[src/rtl/emu_cmd_pkg.sv]
// Shared definitions for the clk40 command frame scheduler: fixed frame
// words, the frame_src encoding, FSM state encoding and the per-slot grant
// vector.
package emu_cmd_pkg;

    // Frame words written when the scheduler itself originates the frame.
    localparam logic [15:0] SYNC_WORD = 16'h817E;
    localparam logic [15:0] IDLE_WORD = 16'h6969;

    // Source tag that travels with each registered frame on frame_src.
    typedef enum logic [2:0] {
        SRC_NONE = 3'd0,
        SRC_SYNC = 3'd1,
        SRC_TRIG = 3'd2,
        SRC_A    = 3'd3,
        SRC_B    = 3'd4,
        SRC_IDLE = 3'd5
    } frame_src_e;

    // ARB: A and B compete round-robin.
    // BURST_A / BURST_B: one requester owns the command path until its
    // last frame transfers.
    typedef enum logic [1:0] {
        ST_ARB     = 2'd0,
        ST_BURST_A = 2'd1,
        ST_BURST_B = 2'd2
    } sched_state_e;

    // Round-robin pointer: names the requester that was served most
    // recently, so the other one wins the next tie.
    typedef enum logic {
        RR_A = 1'b0,
        RR_B = 1'b1
    } rr_e;

    // One-hot slot grant; at most one field is set in any cycle.
    typedef struct packed {
        logic sync;
        logic trig;
        logic a;
        logic b;
        logic idle;
    } grant_t;

endpackage

[src/rtl/cmd_sync_timer.sv]
// Saturating counter of non-sync frames issued since the last sync frame.
// It comes out of reset saturated, so the first frame after reset is a sync.
// It never wraps: once it reaches SYNC_INTERVAL it holds there until a sync
// frame clears it.
module cmd_sync_timer
    import emu_cmd_pkg::*;
#(
    parameter int SYNC_INTERVAL = 32
) (
    input  logic clk40,
    input  logic rst_n,
    input  logic inc_i,   // a non-sync frame is issued this slot
    input  logic clr_i,   // a sync frame is issued this slot
    output logic due_o    // a sync frame must take the next open slot
);

    localparam int CW = $clog2(SYNC_INTERVAL + 1);
    localparam logic [CW-1:0] CNT_MAX = CW'(SYNC_INTERVAL);

    logic [CW-1:0] cnt_q;
    logic [CW-1:0] cnt_d;

    assign due_o = (cnt_q == CNT_MAX);

    // Next count: a clear wins over an increment; increments stop at CNT_MAX.
    always_comb begin
        cnt_d = cnt_q;
        if (clr_i) begin
            cnt_d = '0;
        end else if (inc_i && !due_o) begin
            cnt_d = cnt_q + CW'(1);
        end
    end

    // Counter register; reset preloads the saturated value.
    always_ff @(posedge clk40) begin
        if (!rst_n) begin
            cnt_q <= CNT_MAX;
        end else begin
            cnt_q <= cnt_d;
        end
    end

endmodule

[src/rtl/cmd_sched.sv]
// Frame scheduler in front of the command_out FIFO (clk40 domain).
// Each slot it picks at most one 16-bit frame from: the periodic sync
// frame, the trigger requester, command requesters A (host) and
// B (auto-calibration), or idle fill. The chosen frame is registered onto
// datain/wr_cmd one cycle later.
//
// Handshake: every requester x follows valid/ready. x_ready is a
// combinational grant, high only in the cycle the slot goes to x; a frame
// transfers on the clk40 edge where x_valid && x_ready. Requesters hold
// x_data (and x_last) stable while x_valid is high. No ready is raised
// while fifo_full is high or while rst_n is low.
//
// The FIFO must assert fifo_full with at least one free entry left, since
// the write decided in the previous slot may already be in flight when
// full is sampled.
module cmd_sched
    import emu_cmd_pkg::*;
#(
    parameter int   SYNC_INTERVAL = 32,
    parameter logic IDLE_FILL     = 1'b1
) (
    input  logic        clk40,
    input  logic        rst_n,

    input  logic        trig_valid,
    input  logic [15:0] trig_data,
    output logic        trig_ready,

    input  logic        a_valid,
    input  logic [15:0] a_data,
    input  logic        a_last,
    output logic        a_ready,

    input  logic        b_valid,
    input  logic [15:0] b_data,
    input  logic        b_last,
    output logic        b_ready,

    input  logic        fifo_full,
    output logic        wr_cmd,
    output logic [15:0] datain,
    output logic [2:0]  frame_src,
    output logic        burst_active
);

    sched_state_e state_q;
    sched_state_e state_d;
    rr_e          rr_q;
    rr_e          rr_d;

    grant_t       gnt;
    logic         pick_a;
    logic         pick_b;
    logic         slot_open;
    logic         sync_due;
    logic         issue;

    logic [15:0]  frame_d;
    frame_src_e   src_d;

    logic         wr_cmd_q;
    logic [15:0]  datain_q;
    frame_src_e   src_q;

    // A slot can be used only out of reset and with FIFO headroom.
    assign slot_open = rst_n && !fifo_full;

    cmd_sync_timer #(
        .SYNC_INTERVAL (SYNC_INTERVAL)
    ) u_sync_timer (
        .clk40 (clk40),
        .rst_n (rst_n),
        .inc_i (gnt.trig | gnt.a | gnt.b | gnt.idle),
        .clr_i (gnt.sync),
        .due_o (sync_due)
    );

    // State register: FSM state and round-robin pointer.
    always_ff @(posedge clk40) begin
        if (!rst_n) begin
            state_q <= ST_ARB;
            rr_q    <= RR_A;
        end else begin
            state_q <= state_d;
            rr_q    <= rr_d;
        end
    end

    // Next-state: enter a burst on a non-last command frame, leave it on the
    // owner's last frame. The pointer records whoever was served last.
    always_comb begin
        state_d = state_q;
        rr_d    = rr_q;
        case (state_q)
            ST_ARB: begin
                if (gnt.a) begin
                    rr_d    = RR_A;
                    state_d = a_last ? ST_ARB : ST_BURST_A;
                end else if (gnt.b) begin
                    rr_d    = RR_B;
                    state_d = b_last ? ST_ARB : ST_BURST_B;
                end
            end
            ST_BURST_A: begin
                if (gnt.a && a_last) begin
                    state_d = ST_ARB;
                end
            end
            ST_BURST_B: begin
                if (gnt.b && b_last) begin
                    state_d = ST_ARB;
                end
            end
            default: begin
                state_d = ST_ARB;
            end
        endcase
    end

    // Outputs of the FSM: which command requester is eligible in this state,
    // then the fixed slot priority sync > trig > command > idle.
    always_comb begin
        pick_a = 1'b0;
        pick_b = 1'b0;
        case (state_q)
            ST_ARB: begin
                if (a_valid && b_valid) begin
                    // Tie: the requester not served most recently wins.
                    pick_a = (rr_q == RR_B);
                    pick_b = (rr_q == RR_A);
                end else begin
                    pick_a = a_valid;
                    pick_b = b_valid;
                end
            end
            ST_BURST_A: pick_a = a_valid;
            ST_BURST_B: pick_b = b_valid;
            default: begin
                pick_a = 1'b0;
                pick_b = 1'b0;
            end
        endcase

        gnt = '0;
        if (slot_open) begin
            if (sync_due) begin
                gnt.sync = 1'b1;
            end else if (trig_valid) begin
                gnt.trig = 1'b1;
            end else if (pick_a) begin
                gnt.a = 1'b1;
            end else if (pick_b) begin
                gnt.b = 1'b1;
            end else if (IDLE_FILL) begin
                gnt.idle = 1'b1;
            end
        end
    end

    assign trig_ready   = gnt.trig;
    assign a_ready      = gnt.a;
    assign b_ready      = gnt.b;
    assign burst_active = (state_q == ST_BURST_A) || (state_q == ST_BURST_B);
    assign issue        = gnt.sync | gnt.trig | gnt.a | gnt.b | gnt.idle;

    // Frame mux: data word and source tag for the granted source.
    always_comb begin
        frame_d = datain_q;
        src_d   = SRC_NONE;
        if (gnt.sync) begin
            frame_d = SYNC_WORD;
            src_d   = SRC_SYNC;
        end else if (gnt.trig) begin
            frame_d = trig_data;
            src_d   = SRC_TRIG;
        end else if (gnt.a) begin
            frame_d = a_data;
            src_d   = SRC_A;
        end else if (gnt.b) begin
            frame_d = b_data;
            src_d   = SRC_B;
        end else if (gnt.idle) begin
            frame_d = IDLE_WORD;
            src_d   = SRC_IDLE;
        end
    end

    // Output register: one-cycle latency to the FIFO; datain holds when idle.
    always_ff @(posedge clk40) begin
        if (!rst_n) begin
            wr_cmd_q <= 1'b0;
            datain_q <= 16'h0000;
            src_q    <= SRC_NONE;
        end else begin
            wr_cmd_q <= issue;
            src_q    <= src_d;
            if (issue) begin
                datain_q <= frame_d;
            end
        end
    end

    assign wr_cmd    = wr_cmd_q;
    assign datain    = datain_q;
    assign frame_src = src_q;

endmodule

[config.mk]
export PLATFORM = sky130hd
export DESIGN_NAME = cmd_sched
export DESIGN_NICKNAME = d
export VERILOG_FILES = /design/src/rtl/emu_cmd_pkg.sv /design/src/rtl/cmd_sync_timer.sv /design/src/rtl/cmd_sched.sv
export SDC_FILE = /design/constraint.sdc
export NUM_CORES = 1
export LEC_CHECK = 0
export ABC_AREA = 0
export CORE_MARGIN = 2
export CORE_UTILIZATION = 39
export CTS_BUF_LIST = sky130_fd_sc_hd__clkbuf_16
export DETAILED_ROUTE_END_ITERATION = 6
export HOLD_SLACK_MARGIN = 0.02
export PLACE_DENSITY = 0.8
export RECOVER_POWER = 50
export SETUP_SLACK_MARGIN = 0.2
export SYNTH_ARGS = -nofsm -noshare
export SYNTH_HDL_FRONTEND = slang
export SYNTH_SLANG_ARGS = --single-unit
[constraint.sdc]
create_clock -name clk40 -period 2.1 [get_ports clk40]
set_input_delay 0.315 -clock clk40 [delete_from_list [all_inputs] [get_ports clk40]]
set_output_delay 0.315 -clock clk40 [all_outputs]
set_load 0.01 [all_outputs]
==> flow_metrics.tcl <==
set metrics [dict create \
    status "complete, no violations" \
    dp.cells 319 \
    path_max_fanout 3 \
    p_per_area_nw_per_um2 605 \
    synth-main-ff-cell "dfxtp_1" \
    hold_buffers 0 \
    vdd_ir_drop_max_mv 0.501 \
    syn_avg_cell_area_um2 8.76 \
    drt_iter0_drc 68 \
    clock-sinks 29 \
    start_util_pct 41.1 \
    worstPathRequired_ns 1.78 \
    worst_setup_path_end_kind "primary output" \
    final-hold-violation-count 0 \
    path_cells "inv_4 > ha_2 > a31o_1 > buf_6 > a21oi_4 > nand3_4 > inv_4 > buf_6" \
    clock_skew_ns 0.00368 \
    rsz0062_at_grt "true" \
    drv_cap 0 \
    num_rows 22 \
    grt_max_degree 23 \
    clockRootBuffer "clkbuf_16" \
    io-pin-count 80 \
    leakage_nw 1.18 \
    drt-wirelength-per-cell_um 16.3 \
    crit_buf_inv 4 \
    via_count 1779 \
    slowest_delay_ns 0.39 \
    cts.clk_slew.worst_paths_ns 0.05 \
    final_layout_size_suffix_gt1_share_pct 26.8 \
    yosysWarnings 0 \
    synth.distinct_cells 45 \
    grt_pass1_vias 1771 \
    first_pass_iters 4 \
    cts_buffer_depth 2 \
    clock.fmax_ghz 0.501 \
    hp-class "reg -> reg" \
    synthArstFlopShare_pct 0 \
    cp_slowest_cell "dfxtp_1" \
    ys_seq_area_share_pct 38.3 \
    core_area_um2 3690 \
    gr-total-overflow 0 \
    numCtsBuffers 5 \
    fin_util_pct 77.2 \
    dpl-instance-area_um2 2530 \
    track_usage_pct 25.2 \
    nets 348 \
    synthesis.nets 235 \
    power_mw 1.72 \
    setup_viol 0 \
    setup_tns_ns 0 \
    post-route-drc-count 0 \
    worst_slack_ns 0.104 \
    rrSetupSlack_ns 0.11 \
    worst_setup_path_start_kind "register" \
    synthCells 173 \
    ys_seq_elements 29 \
    antenna_cells 0 \
    drv_slew 0 \
    slew_headroom_pct 73.1 \
    post-route-min-period_ns 2.00 \
    viasPerCell 5.31 \
    dieArea_um2 4400 \
    final_antenna_net_count 0 \
    cts_tree "yes" \
    antenna_found_initial 0 \
    fin_area_um2 2850 \
    drt_wl_total_um 5460 \
    worst_pin_slew_ns 0.401 \
    dp_hpwl_um 3730 \
    die_h_um 66.3 \
    htreeDepth 2 \
    synth_edf_count 0 \
    arrival_ns 1.68 \
    fin_cells 335 \
    crit_type "reg -> out" \
    timing.hold.ws_ns 0.451 \
    clk_latency_ns 0.27 \
    synth_area_um2 1520 \
    syn_to_final_growth_pct 88.0 \
    grt_first_pass_wirelength_um 8290 \
    gp_congestion 0.884 \
    cp_top_family "flip-flops" \
    dpl_worst_slack_ns -0.227 \
    period_share_pct 95.1 \
    numPortBuffers 79 \
    die_w_um 66.3 \
]
worst reg2reg max path, delay by kind of cell, from the launching register on:
kind / cells / cell delay, ns
compound gates: 5 / 1.02
fa+ha+maj: 1 / 0.15
buf+inv: 2 / 0.21
flops: 1 / 0.34
simple gates: 1 / 0.18
Yosys cell counts (all sizes together) (3+ instances only):
master | count | area [um^2]
dfxtp | 29 | 581
a21oi | 20 | 111
o21ai | 19 | 106
nand2 | 15 | 58.8
nor2 | 15 | 66.3
inv | 10 | 40.0
a221oi | 9 | 85.1
o221ai | 8 | 70.1
ha | 6 | 75.1
nand3 | 6 | 47.6
and3 | 4 | 25.0
buf | 4 | 21.3
clkbuf | 3 | 11.3
nand4 | 3 | 18.8
kinds of logic (layout without fill, tap and decap cells):
| family | Yosys count | after routing | synth area share [%] |
|---|---|---|---|
| buffers and inverters | 18 | 132 | 5.12 |
| AO/OA/AOI/OAI | 64 | 64 | 29.1 |
| flip-flops | 29 | 29 | 38.3 |
| XOR/XNOR | 4 | 4 | 2.31 |
| adder cells (fa/ha/maj) | 6 | 6 | 4.95 |
| AND/OR/NAND/NOR | 52 | 52 | 20.2 |
power by group:
group / switching [mW] / internal, mW / total, mW
clock network: 0.241 / 0.549 / 0.791
logic: 0.141 / 0.203 / 0.344
registers: 0.0134 / 0.576 / 0.589
total: 0.396 / 1.33 / 1.72
layout make-up:
cell class / count / area, um^2
Tap cell: 48 / 60.1
Timing Repair Buffer: 113 / 1040
Sequential cell: 29 / 586
Clock buffer: 5 / 125
Fill cell: 285 / 840
Inverter: 11 / 50.0
Multi-Input combinational cell: 126 / 947
Clock inverter: 3 / 37.5
state kept, by name, summed over array words and instances (netlist names):
name	cells
u_sync_timer.cnt_q	6
rr_q	1
frame_src	3
state_q	2
wr_cmd	1
datain	16
cells in the final DEF, fill, tap and decap left out, drive strengths merged:
master,instances
and3,4
or2b,1
dfxtp,29
a211oi,1
o221ai,8
a31o,1
o21ai,19
ha,6
clkinv,2
o211ai,1
buf,37
clkdlybuf4s50,55
dlygate4sd3,20
dlygate4sd2,1
nand3,6
a21oi,20
nand2,15
nand2b,1
inv,11
nand4bb,1
bufinv,1
or3,1
o32ai,2
xor2,2
nand4,3
a21boi,1
and2,2
o21a,2
xnor2,2
nor3,2
nor2,15
a221oi,9
nor2b,1
clkbuf,5
per-layer routing:
layer / GRT usage [%] / share of wire, % / up-vias
li1: - / - / 864
met1: 28.8 / 40 / 831
met2: 45.3 / 53 / 76
met3: 5.45 / 5.8 / 8
met4: 9.95 / 1.7 / 0
met5: 0 / 0 / -
worst paths after layout:
kind         startpoint         end  cells after the start
max reg2reg  state_q[1]  state_q[1]                      9
min reg2reg  datain[11]  datain[11]                      2
max          state_q[1]     b_ready                      8
min          datain[11]  datain[11]                      2
what timing repair did:
action / CTS / global route
setup buffers: 5 / 3
pin swaps: 6 / 9
endpoints found under the setup margin: 7 / 10
endpoints found under the hold margin: 0 / 0
gates resized for setup: 27 / 16
(Power assumes the default switching activity.)
